<file path="config.mk">
export PLATFORM = sky130hd
export DESIGN_NAME = mdl_ctl_axil
export DESIGN_NICKNAME = d
export VERILOG_FILES = /design/src/rtl/mdl_ctl_axil.sv
export SDC_FILE = /design/constraint.sdc
export NUM_CORES = 1
export LEC_CHECK = 0
export BUFFER_PORTS_ARGS = -buffer_cell sky130_fd_sc_hd__buf_2
export CORE_MARGIN = 2
export CORE_UTILIZATION = 58
export CTS_CLUSTER_DIAMETER = 100
export DETAILED_ROUTE_END_ITERATION = 7
export PLACE_DENSITY_LB_ADDON = 0.1
export SLEW_MARGIN = 20
export SYNTH_ARGS = -nofsm -noshare
export SYNTH_HDL_FRONTEND = slang
export SYNTH_SLANG_ARGS = --single-unit
</file>
<file path="constraint.sdc">
create_clock -name S_AXI_ACLK -period 4 [get_ports S_AXI_ACLK]
set_clock_uncertainty 0.1 [all_clocks]
set_input_delay 1.2 -clock S_AXI_ACLK [delete_from_list [all_inputs] [get_ports S_AXI_ACLK]]
set_output_delay 1.2 -clock S_AXI_ACLK [all_outputs]
set_load 0.01 [all_outputs]
</file>
<file path="src/rtl/mdl_ctl_axil.sv">
// AXI4-Lite control slave: a write to 0x00 fires a one-cycle mode pulse on oCTL_MODE;
// offsets 0x04-0x1C are plain software read/write registers.
module mdl_ctl_axil #(
   parameter int C_S_AXI_DATA_WIDTH = 32,
   parameter int C_S_AXI_ADDR_WIDTH = 5
) (
   input  logic                            S_AXI_ACLK,
   input  logic                            S_AXI_ARESETN,
   output logic [2:0]                      oCTL_MODE,
   input  logic [C_S_AXI_ADDR_WIDTH-1:0]   S_AXI_AWADDR,
   input  logic [2:0]                      S_AXI_AWPROT,
   input  logic                            S_AXI_AWVALID,
   output logic                            S_AXI_AWREADY,
   input  logic [C_S_AXI_DATA_WIDTH-1:0]   S_AXI_WDATA,
   input  logic [C_S_AXI_DATA_WIDTH/8-1:0] S_AXI_WSTRB,
   input  logic                            S_AXI_WVALID,
   output logic                            S_AXI_WREADY,
   output logic [1:0]                      S_AXI_BRESP,
   output logic                            S_AXI_BVALID,
   input  logic                            S_AXI_BREADY,
   input  logic [C_S_AXI_ADDR_WIDTH-1:0]   S_AXI_ARADDR,
   input  logic [2:0]                      S_AXI_ARPROT,
   input  logic                            S_AXI_ARVALID,
   output logic                            S_AXI_ARREADY,
   output logic [C_S_AXI_DATA_WIDTH-1:0]   S_AXI_RDATA,
   output logic [1:0]                      S_AXI_RRESP,
   output logic                            S_AXI_RVALID,
   input  logic                            S_AXI_RREADY
);
   localparam int NB   = C_S_AXI_DATA_WIDTH / 8;
   localparam int IW   = C_S_AXI_ADDR_WIDTH - 2;
   localparam int NREG = 1 << IW;

   // Handshakes: a beat transfers on a rising edge where valid and ready are both 1;
   // a raised valid holds, payload stable, until that edge.
   logic                          awready_q, awready_d;
   logic                          wready_q, wready_d;
   logic                          aw_en_q, aw_en_d;
   logic [IW-1:0]                 awidx_q, awidx_d;
   logic                          bvalid_q, bvalid_d;
   logic [2:0]                    mode_q, mode_d;
   logic [2:0]                    shadow_q, shadow_d;
   logic                          arready_q, arready_d;
   logic [IW-1:0]                 aridx_q, aridx_d;
   logic                          rvalid_q, rvalid_d;
   logic [C_S_AXI_DATA_WIDTH-1:0] rdata_q, rdata_d;
   logic [C_S_AXI_DATA_WIDTH-1:0] regs_q [NREG];

   logic aw_accept, wren, ctl_hit, ar_accept, rd_fire;
   logic unused_ok;

   assign aw_accept = ~awready_q & S_AXI_AWVALID & S_AXI_WVALID & aw_en_q;
   assign wren      = awready_q & S_AXI_AWVALID & wready_q & S_AXI_WVALID;
   assign ctl_hit   = wren & (awidx_q == '0) & S_AXI_WSTRB[0];
   assign ar_accept = ~arready_q & S_AXI_ARVALID & ~rvalid_q;
   assign rd_fire   = arready_q & S_AXI_ARVALID & ~rvalid_q;
   assign unused_ok = ^{S_AXI_AWPROT, S_AXI_ARPROT, S_AXI_AWADDR[1:0], S_AXI_ARADDR[1:0]};

   // aw_en keeps a single write in flight: closed at acceptance, reopened by the B handshake
   always_comb begin
      awready_d = 1'b0;
      wready_d  = 1'b0;
      aw_en_d   = aw_en_q;
      awidx_d   = awidx_q;
      if (aw_accept) begin
         awready_d = 1'b1;
         wready_d  = 1'b1;
         aw_en_d   = 1'b0;
         awidx_d   = S_AXI_AWADDR[C_S_AXI_ADDR_WIDTH-1:2];
      end else if (bvalid_q && S_AXI_BREADY) begin
         aw_en_d = 1'b1;
      end
      bvalid_d = bvalid_q;
      if (wren) begin
         bvalid_d = 1'b1;
      end else if (S_AXI_BREADY) begin
         bvalid_d = 1'b0;
      end
      mode_d   = ctl_hit ? S_AXI_WDATA[2:0] : 3'b000;
      shadow_d = ctl_hit ? S_AXI_WDATA[2:0] : shadow_q;
   end

   // Read data is sampled from the pre-edge register state, so a colliding write is not seen
   always_comb begin
      arready_d = ar_accept;
      aridx_d   = ar_accept ? S_AXI_ARADDR[C_S_AXI_ADDR_WIDTH-1:2] : aridx_q;
      rvalid_d  = rvalid_q;
      rdata_d   = rdata_q;
      if (rd_fire) begin
         rvalid_d = 1'b1;
         rdata_d  = (aridx_q == '0) ? {{(C_S_AXI_DATA_WIDTH-3){1'b0}}, shadow_q}
                                    : regs_q[aridx_q];
      end else if (S_AXI_RREADY) begin
         rvalid_d = 1'b0;
      end
   end

   always_ff @(posedge S_AXI_ACLK or negedge S_AXI_ARESETN) begin
      if (!S_AXI_ARESETN) begin
         awready_q <= 1'b0;
         wready_q  <= 1'b0;
         aw_en_q   <= 1'b1;
         awidx_q   <= '0;
         bvalid_q  <= 1'b0;
         mode_q    <= 3'b000;
         shadow_q  <= 3'b000;
         arready_q <= 1'b0;
         aridx_q   <= '0;
         rvalid_q  <= 1'b0;
         rdata_q   <= '0;
      end else begin
         awready_q <= awready_d;
         wready_q  <= wready_d;
         aw_en_q   <= aw_en_d;
         awidx_q   <= awidx_d;
         bvalid_q  <= bvalid_d;
         mode_q    <= mode_d;
         shadow_q  <= shadow_d;
         arready_q <= arready_d;
         aridx_q   <= aridx_d;
         rvalid_q  <= rvalid_d;
         rdata_q   <= rdata_d;
      end
   end

   // Entry 0 of the array is never written; index 0 reads come from the mode shadow
   always_ff @(posedge S_AXI_ACLK or negedge S_AXI_ARESETN) begin
      if (!S_AXI_ARESETN) begin
         for (int i = 0; i < NREG; i++) regs_q[i] <= '0;
      end else if (wren && (awidx_q != '0)) begin
         for (int b = 0; b < NB; b++) begin
            if (S_AXI_WSTRB[b]) regs_q[awidx_q][b*8 +: 8] <= S_AXI_WDATA[b*8 +: 8];
         end
      end
   end

   assign oCTL_MODE     = mode_q;
   assign S_AXI_AWREADY = awready_q;
   assign S_AXI_WREADY  = wready_q;
   assign S_AXI_BRESP   = 2'b00;
   assign S_AXI_BVALID  = bvalid_q;
   assign S_AXI_ARREADY = arready_q;
   assign S_AXI_RDATA   = rdata_q;
   assign S_AXI_RRESP   = 2'b00;
   assign S_AXI_RVALID  = rvalid_q;

endmodule

</file>
==> results.py, run 1 <==
metrics = {
    "routing": {
        "wl_mm": 27.80,
        "drt-wirelength-per-cell_um": 22.34,
        "vias": 7651,
        "drc": 0,
        "drt_iter0_drc": 331,
        "post_drt_via_cell_ratio": 6.150,
        "dr.pass1.iters": 5,
        "drtAntennaViolNets": 0,
    },
    "global_routing": {
        "grt_usage": 0.2575,
        "use_met1": 0.3302,
        "top_usage_layer": "met2",
        "grt_pass1_wl_mm": 44.58,
        "grt_pass1_vias": 8182,
        "met3_usage": 0.03670,
        "antenna_found_initial": 2,
        "grt_overflow": 0,
        "grt_max_degree": 119,
        "met2_usage": 0.4624,
    },
    "synthesis": {
        "yosys_warnings": 0,
        "synth_xor_area_frac": 0,
        "ys_seq_elements": 273,
        "synth_mux_area_frac": 0.2936,
        "yosysUniqueCellTypes": 41,
        "ys.flop_type": "dfrtp_1",
        "synth_edf_count": 0,
        "synthAdderAreaFrac": 0,
        "synthSimpleGateAreaFrac": 0.05361,
        "synth_area_per_cell_um2": 14.19,
        "syn_inst": 862,
        "synth-async-reset-ratio": 1.000,
        "synth-compound-area-share": 0.07008,
        "ys_seq_area_frac": 0.5587,
        "synth_top_family_by_area": "multiplexers",
        "synth.cell_area_um2": 12230,
    },
    "power_and_ir_drop": {
        "clockPowerShare": 0.385,
        "power_leakage_nw": 7.205,
        "powerDensity_nw_per_um2": 499.1,
        "p_int_w": 0.005002,
        "peakVddDrop_mv": 0.2998,
        "p_switching_w": 0.001940,
        "pwr-share-comb": 0.171,
        "switching_share": 0.2795,
        "seq_power_share": 0.444,
    },
    "die": {
        "die_height_um": 149.2,
        "dieWidth_um": 149.2,
        "io_pins": 103,
        "die_area_um2": 22270,
        "core_area_um2": 20890,
        "rows": 53,
        "start_util": 0.5855,
    },
    "clock_network": {
        "cts_resized": 0,
        "cts_setup_buffers": 0,
        "cts_htree_levels": 1,
        "numCtsBuffers": 29,
        "cts_buffer_depth": 3,
        "clock-sinks": 273,
        "clkTransAtPathRegs_ns": 0.06,
        "cts_tree": "built",
        "clkLatencyLatePin_ns": 0.55,
        "root_buffer": "clkbuf_16",
        "ctsHoldBuffers": 0,
    },
    "sta": {
        "relSlewSlack": 0.3122,
        "rsz0062_at_grt": "false",
        "period_needed_ns": 2.601,
        "setup_violations": 0,
        "final.period_utilization": 0.6501,
        "slew_violations": 0,
        "fin_setup_tns_ns": 0,
        "worst_slew_pin_slew_ns": 1.030,
        "hold_violations": 0,
        "fmax_mhz": 384.5,
    },
    "worst_setup_path": {
        "crit_type": "in2reg",
        "critical_path.max_fanout": 15,
        "startpoint_type": "primary input",
        "r2r_start": "aridx_q[2]$_DFFE_PN0P_",
        "cp-end-kind": "register",
        "cp.required_ns": 4.33,
        "crit_start": "S_AXI_AWVALID",
        "arrival_ns": 2.93,
    },
    "finish": {
        "fin_cells": 1244,
        "fillers": 1534,
        "final_common_cell": "mux2_2",
        "areaGrowthSynthToFinish_pct": 13.72,
        "drive_gt1_frac": 0.4809,
        "final_cell_mix": "mux2_2 (284), dfrtp_1 (270), buf_2 (87), mux2i_1 (37), nand2_1 (31)",
        "nNetsFinal": 1003,
        "final_util": 0.6658,
    },
    "placement": {
        "portBuffers": 88,
        "dp_hpwl_mm": 17.57,
        "dpl.cell_count": 1188,
        "gp_congestion": 0.7983,
    },
    "worst_hold_path": {
        "worstHoldStart": "S_AXI_RDATA[30]$_DFFE_PN0P_",
        "hold_class": "reg2reg",
    },
    "status": {
        "status": "finished clean",
    },
    "flow_run": {
        "drv_cap": 0,
    },
}
==> final cells by class <==
type | instances | area (µm²) | share of cell area
Antenna cell | 2 | 5.005 | 0.0003598
Clock buffer | 45 | 865.8 | 0.06225
Clock inverter | 9 | 102.6 | 0.007377
Inverter | 3 | 11.26 | 0.0008096
Multi-Input combinational cell | 531 | 5119 | 0.3680
Sequential cell | 273 | 6838 | 0.4916
Tap cell | 275 | 344.1 | 0.02474
Timing Repair Buffer | 106 | 623.1 | 0.04480
==> cells by family (layout without fill, tap and decap cells) <==
logic type	count (synthesis)	count (layout)
compound gates	114	114
simple gates	90	90
mux	323	323
buf+inv	61	163
other cells	1	6
flops	273	273
==> cells in the mapped netlist, types with 3 or more instances <==
master,count,area share
mux2_2,284,0.26
dfrtp_1,272,0.56
mux2i_1,37,0.030
nand2_1,31,0.0095
clkbuf_1,27,0.0083
buf_2,22,0.0090
nand4_2,21,0.021
o22ai_1,19,0.0097
a221oi_1,17,0.012
o31ai_1,17,0.010
a211oi_1,15,0.0092
nor2b_1,14,0.0072
a21oi_1,13,0.0053
o221ai_1,12,0.0086
o22a_1,12,0.0086
buf_4,9,0.0055
a2111oi_0,3,0.0021
and2_1,3,0.0015
inv_1,3,0.00092
o41ai_1,3,0.0021
==> power groups by stage <==
stage,Sequential (W),Combinational [W],Clock [W]
2_1_floorplan,0.00315,0.000649,0
3_3_place_gp,0.00312,0.00117,0
3_5_place_dp,0.00313,0.00119,0
4_1_cts,0.00308,0.00120,0.00271
5_1_grt,0.00310,0.00128,0.00285
6_report,0.00308,0.00119,0.00267
==> flip-flops by register name, summed over array words and instances (netlist names) <==
name	flops
awidx_q	3
S_AXI_WREADY	1
aridx_q	3
S_AXI_BVALID	1
S_AXI_RDATA	32
oCTL_MODE	3
shadow_q	3
aw_en_q	1
S_AXI_RVALID	1
S_AXI_ARREADY	1
regs_q	224
==> critical path, cell delays in order <==
cell,delay (ns)
buf_2,0.11
and3_1,0.30
buf_4,0.30
nand4_1,0.53
mux2_2,0.49
==> metrics by stage <==
| stage | power, W | hold WS [ns] | worst slack, ns | cell area, µm² |
|---|---|---|---|---|
| 6_report | 0.006942 | 0.3756 | 1.399 | 13910 |
| 5_1_grt | 0.007237 | 0.4042 | 1.326 | 13900 |
| 4_1_cts | 0.006990 | 0.3786 | 1.403 | 13900 |
| 3_5_place_dp | 0.004323 | 0.3654 | 0.8328 | 12930 |
| 3_3_place_gp | 0.004284 | 0.3552 | 0.9000 | 12930 |
| 2_1_floorplan | 0.003794 | 0.3522 | 1.513 | 12240 |
==> path summary, 6_finish.rpt <==
path | to | slack (ns) | cells past startpoint
max | regs_q[24]$_DFFE_PN0P_ | 1.40 | 5
min reg2reg | S_AXI_RDATA[30]$_DFFE_PN0P_ | 0.38 | 2
min | S_AXI_RDATA[30]$_DFFE_PN0P_ | 0.38 | 2
max in group asynchronous | regs_q[154]$_DFFE_PN0P_ | 2.29 | 2
min in group asynchronous | regs_q[3]$_DFFE_PN0P_ | 0.53 | 1
max reg2reg | S_AXI_RDATA[26]$_DFFE_PN0P_ | 1.50 | 4
==> metal layers <==
layer / routed length [µm] / vias to the layer above / part of all wire
met5: 11 / - / 0.00040
met4: 562 / 2 / 0.020
met3: 1077 / 44 / 0.039
met2: 14480 / 160 / 0.52
met1: 11670 / 4037 / 0.42
li1: - / 3408 / -
Power figures use the tool's default switching activity.
==> inputs of run 2 (changes only) <==
--- a/config.mk
+++ b/config.mk
@@ -7,7 +7,7 @@
 export LEC_CHECK = 0
 export BUFFER_PORTS_ARGS = -buffer_cell sky130_fd_sc_hd__buf_2
 export CORE_MARGIN = 2
-export CORE_UTILIZATION = 58
+export CORE_UTILIZATION = 54
 export CTS_CLUSTER_DIAMETER = 100
 export DETAILED_ROUTE_END_ITERATION = 7
 export PLACE_DENSITY_LB_ADDON = 0.1
==> constraint.sdc (replaced) <==
create_clock -name S_AXI_ACLK -period 2.17 [get_ports S_AXI_ACLK]
set_clock_uncertainty 0.1 [all_clocks]
set_input_delay 0.651 -clock S_AXI_ACLK [delete_from_list [all_inputs] [get_ports S_AXI_ACLK]]
set_output_delay 0.651 -clock S_AXI_ACLK [all_outputs]
set_load 0.01 [all_outputs]
==> results.py, run 2 (synthesis gave the netlist of run 1 again) <==
metrics = {
    "routing": {
        "vias": 7755,
        "drc": 0,
        "drt_iter0_drc": 370,
        "drtAntennaViolNets": 0,
        "drt-wirelength-per-cell_um": 21.84,
        "post_drt_via_cell_ratio": 5.988,
        "dr.pass1.iters": 4,
        "wl_mm": 28.28,
    },
    "sta": {
        "fin_setup_tns_ns": 0,
        "worst_slew_pin_slew_ns": 0.5849,
        "slew_violations": 0,
        "fmax_mhz": 468.6,
        "whs_ns": -0.002150,
        "relSlewSlack": 0.6101,
        "setup_ws_ns": 0.03608,
        "hold_violations": 1,
        "rsz0062_at_grt": "true",
        "period_needed_ns": 2.134,
        "setup_violations": 0,
        "final.period_utilization": 0.9834,
    },
    "placement": {
        "dpl.cell_count": 1240,
        "dp_hpwl_mm": 18.57,
        "gp_congestion": 0.7947,
        "portBuffers": 88,
        "preCtsSetupSlack_ns": -0.1770,
    },
    "die": {
        "core_area_um2": 22430,
        "io_pins": 103,
        "rows": 55,
        "die_height_um": 154.5,
        "start_util": 0.5452,
        "dieWidth_um": 154.5,
        "die_area_um2": 23870,
    },
    "power_and_ir_drop": {
        "power_leakage_nw": 7.478,
        "total_power_w": 0.01279,
        "peakVddDrop_mv": 0.5582,
        "powerDensity_nw_per_um2": 886.5,
    },
    "clock_network": {
        "cts_resized": 0,
        "cts_tree": "built",
        "numCtsBuffers": 29,
        "clock-sinks": 273,
        "ctsHoldBuffers": 0,
        "root_buffer": "clkbuf_16",
        "cts_htree_levels": 1,
        "cts_setup_buffers": 0,
        "clkTransAtPathRegs_ns": 0.06,
        "cts_buffer_depth": 3,
        "clkLatencyLatePin_ns": 0.54,
    },
    "global_routing": {
        "antenna_found_initial": 4,
        "grt_usage": 0.2418,
        "grt_overflow": 0,
        "top_usage_layer": "met2",
        "grt_max_degree": 67,
        "met2_usage": 0.4386,
        "grt_pass1_wl_mm": 45.37,
        "met3_usage": 0.03811,
        "use_met1": 0.3094,
        "grt_pass1_vias": 8262,
    },
    "finish": {
        "final_cell_mix": "mux2_2 (284), dfrtp_1 (270), buf_2 (87), buf_4 (39), mux2i_1 (37)",
        "drive_gt1_frac": 0.5015,
        "largest_reg_flops": 224,
        "areaGrowthSynthToFinish_pct": 17.96,
        "final_common_cell": "mux2_2",
        "fin_cells": 1295,
        "regMostFlops": "regs_q",
        "nNetsFinal": 1045,
    },
    "status": {
        "status": "finished, violations left",
        "violations": "negative hold slack",
    },
    "worst_setup_path": {
        "cp.required_ns": 2.49,
        "crit_type": "reg2reg",
        "arrival_ns": 2.46,
        "critical_path.max_fanout": 10,
        "startpoint_type": "register",
        "cp-end-kind": "register",
    },
    "worst_hold_path": {
        "hold_class": "in2async",
    },
    "flow_run": {
        "drv_cap": 0,
    },
}
==> run 2: changes by cell type in the layout (fill, tap and decap cells not counted) <==
cell       delta
buf_4        +24
buf_12       +18
bufinv_16     -1
clkinv_4      -1
diode_2       +1
inv_6         -1
inv_8         +1
==> run 2: stage by stage <==
step	area [µm²]	util	hold slack [ns]
final	14430	0.6431	-0.002150
after global placement	13490	0.6012	0.3583
after detailed placement	13490	0.6012	0.3615
after CTS	14420	0.6428	0.006791
after global routing	14420	0.6428	0.03021
after floorplan	12240	-	0.2554
==> run 2: path summary, 6_finish.rpt <==
kind / from / end / slack, ns / cells past startpoint
max: awidx_q[2]$_DFFE_PN0P_ / regs_q[146]$_DFFE_PN0P_ / 0.04 / 3
min: S_AXI_ARESETN / regs_q[163]$_DFFE_PN0P_ / -0.002 / 1
max reg2reg: awidx_q[2]$_DFFE_PN0P_ / regs_q[146]$_DFFE_PN0P_ / 0.04 / 3
min reg2reg: S_AXI_RDATA[27]$_DFFE_PN0P_ / S_AXI_RDATA[27]$_DFFE_PN0P_ / 0.37 / 2
max in group asynchronous: S_AXI_ARESETN / regs_q[59]$_DFFE_PN0P_ / 1.26 / 2
min in group S_AXI_ACLK: S_AXI_RREADY / S_AXI_RVALID$_DFFE_PN0P_ / 0.18 / 2
==> run 2: final cells by class <==
type | instances | area, µm²
Antenna cell | 3 | 7.507
Clock buffer | 45 | 865.8
Clock inverter | 7 | 66.31
Fill cell | 1614 | 8006
Inverter | 3 | 11.26
Multi-Input combinational cell | 531 | 5119
Sequential cell | 273 | 6838
Tap cell | 285 | 356.6
Timing Repair Buffer | 148 | 1164
==> run 2: layer usage <==
layer / wire length, µm / share of wire
met2: 14730 / 0.52
met3: 1252 / 0.044
met5: 13 / 0.00046
met4: 480 / 0.017
met1: 11800 / 0.42
==> run 2: report_power, final <==
group	internal, W	switching (W)
logic	0.000955	0.00142
clock network	0.00284	0.00192
registers	0.00541	0.000245
==> run 2: worst max-delay path, stage by stage (launching register included) <==
cell and delay (ns):
dfrtp_1 0.47, or3_1 0.65, nand4_2 0.42, mux2_2 0.39
==> inputs of run 3 (changes only) <==
--- a/config.mk
+++ b/config.mk
@@ -10,7 +10,7 @@
 export CORE_UTILIZATION = 54
 export CTS_CLUSTER_DIAMETER = 100
 export DETAILED_ROUTE_END_ITERATION = 7
-export PLACE_DENSITY_LB_ADDON = 0.1
+export PLACE_DENSITY = 0.85
 export SLEW_MARGIN = 20
 export SYNTH_ARGS = -nofsm -noshare
 export SYNTH_HDL_FRONTEND = slang
==> results.py, run 3 (synthesis gave the netlist of run 1 again) <==
metrics = {
    "worst_setup_path": {
        "cp_slowest_cell": "dfrtp_1",
        "critPathMaxStageDelay_ns": 0.45,
        "ff2ff_setup_slack_ns": 0.07,
        "crit_type": "reg2reg",
        "startpoint_type": "register",
        "worstRegToRegCells": 4,
        "r2r_start": "awidx_q[0]$_DFFE_PN0P_",
        "cp-end-kind": "register",
        "critical_path.max_fanout": 8,
        "crit_path_cell_trace": "buf_4 > nor3b_2 > nand4_2 > mux2_2",
        "timing.rr.end": "regs_q[208]$_DFFE_PN0P_",
        "arrival_ns": 2.42,
        "cp.required_ns": 2.49,
    },
    "finish": {
        "final_common_cell": "mux2_2",
        "areaGrowthSynthToFinish_pct": 16.16,
        "multi_input_area_um2": 5135,
        "drive_gt1_frac": 0.4949,
        "final_cell_mix": "mux2_2 (284), dfrtp_1 (270), buf_2 (87), mux2i_1 (37), nand2_1 (31)",
        "seqCellArea_um2": 6838,
        "largest_reg_flops": 224,
        "fillers": 1658,
        "design_area_um2": 14210,
        "nNetsFinal": 1025,
        "regMostFlops": "regs_q",
    },
    "global_routing": {
        "grt_usage": 0.2317,
        "grt_overflow": 0,
        "grt_pass1_vias": 8123,
        "grt_max_degree": 83,
        "grt_pass1_wl_mm": 43.91,
        "antenna_found_initial": 3,
    },
    "sta": {
        "slew_violations": 0,
        "fmax_mhz": 476.2,
        "period_needed_ns": 2.100,
        "rsz0062_at_grt": "false",
        "final.period_utilization": 0.9676,
        "hold_violations": 0,
        "worst_slew_pin_slew_ns": 0.6417,
        "setup_violations": 0,
        "relSlewSlack": 0.5703,
        "setup_ws_ns": 0.07020,
    },
    "placement": {
        "portBuffers": 88,
        "dp_hpwl_mm": 16.87,
        "placedInstanceArea_um2": 13230,
        "preCtsSetupSlack_ns": -0.05005,
        "gp_congestion": 0.7838,
    },
    "die": {
        "dieWidth_um": 154.5,
        "core_area_um2": 22430,
        "io_pins": 103,
        "die_area_um2": 23870,
        "start_util": 0.5452,
        "die_height_um": 154.5,
        "rows": 55,
    },
    "power_and_ir_drop": {
        "seq_power_share": 0.440,
        "power_leakage_nw": 7.338,
        "p_int_w": 0.009214,
        "powerDensity_nw_per_um2": 898.5,
        "pwr-share-comb": 0.180,
        "switching_share": 0.2782,
        "p_switching_w": 0.003551,
        "peakVddDrop_mv": 0.5531,
        "clockPowerShare": 0.379,
    },
    "status": {
        "status": "finished clean",
    },
    "worst_hold_path": {
        "hold-path-cell-count": 2,
        "worstHoldStart": "S_AXI_RREADY",
        "hold_class": "in2reg",
        "whs_endpoint": "S_AXI_RVALID$_DFFE_PN0P_",
    },
    "clock_network": {
        "clkTransAtPathRegs_ns": 0.06,
        "numCtsBuffers": 28,
        "cts_htree_levels": 1,
        "cts_setup_buffers": 0,
        "clock-sinks": 273,
        "root_buffer": "clkbuf_16",
        "cts_buffer_depth": 3,
        "cts_tree": "built",
        "clkLatencyLatePin_ns": 0.54,
    },
    "routing": {
        "dr.pass1.iters": 4,
        "wl_mm": 26.99,
        "drc": 0,
        "drt-wirelength-per-cell_um": 21.15,
        "post_drt_via_cell_ratio": 6.068,
        "drt_iter0_drc": 417,
        "vias": 7743,
        "drtAntennaViolNets": 0,
    },
    "flow_run": {
        "drv_cap": 0,
    },
}
[run 3: metal layers]
layer	wire length [µm]	global-route usage	up-vias	share of wire
li1	-	-	3452	-
met1	11530	0.3083	4072	0.43
met2	13710	0.3988	174	0.51
met3	1097	0.03362	45	0.041
met4	654	0.06790	0	0.024
met5	0	0	-	0
[run 3: repair_timing]
item	in CTS	in global routing
endpoints found under the setup margin	2	14
gates resized for setup	1	3
hold buffers	1	0
cloned	0	0
hold endpoints to repair	41	0
pin swaps	0	0
[run 3: power groups by stage]
stage,Combinational (W),Sequential [W],Clock [W]
2_1_floorplan,0.00120,0.00580,0
3_3_place_gp,0.00225,0.00569,0
3_5_place_dp,0.00230,0.00571,0
4_1_cts,0.00231,0.00562,0.00490
5_1_grt,0.00248,0.00565,0.00511
6_report,0.00230,0.00562,0.00484
[run 3: per-stage QoR]
stage	cells	utilization	power (W)	setup TNS, ns	hold WS [ns]
global placement	1220	0.5895	0.007943	-0.1881	0.3527
CTS	1273	0.6323	0.01283	0	0.1931
detailed placement	1220	0.5895	0.008009	-0.8444	0.3599
global route	1274	0.6331	0.01325	0	0.2306
floorplan	865	-	0.006993	0	0.2554
finish	1276	0.6333	0.01277	0	0.1979
[run 3: final cells by class]
cell class              instances  share of cell area
flip-flops and latches        273              0.4813
multi-input cells             531              0.3614
repair buffers                129             0.06438
clock buffers                  42             0.05945
well taps                     285             0.02510
clock inverters                10            0.007045
inverters                       3           0.0007926
diodes                          3           0.0005284
[run 3: worst max-delay path by stage]
| stage | from | end | slack [ns] | depth (start not counted) |
|---|---|---|---|---|
| global route | awidx_q[0]$_DFFE_PN0P_ | regs_q[193]$_DFFE_PN0P_ | 0.004 | 5 |
| detailed placement | S_AXI_AWVALID | regs_q[202]$_DFFE_PN0P_ | -0.05 | 6 |
| global placement | S_AXI_AWVALID | regs_q[212]$_DFFE_PN0P_ | -0.02 | 6 |
| floorplan | S_AXI_AWVALID | regs_q[104]$_DFFE_PN0P_ | 0.23 | 5 |
| CTS | aridx_q[0]$_DFFE_PN0P_ | S_AXI_RDATA[26]$_DFFE_PN0P_ | 0.04 | 4 |
| finish | awidx_q[0]$_DFFE_PN0P_ | regs_q[208]$_DFFE_PN0P_ | 0.07 | 4 |
[run 3: critical path: cells and delay by family, from the launching register on]
family / cells / cell delay (ns)
AND/OR/NAND/NOR: 2 / 0.84
flip-flops: 1 / 0.45
multiplexers: 1 / 0.40
buffers and inverters: 1 / 0.19
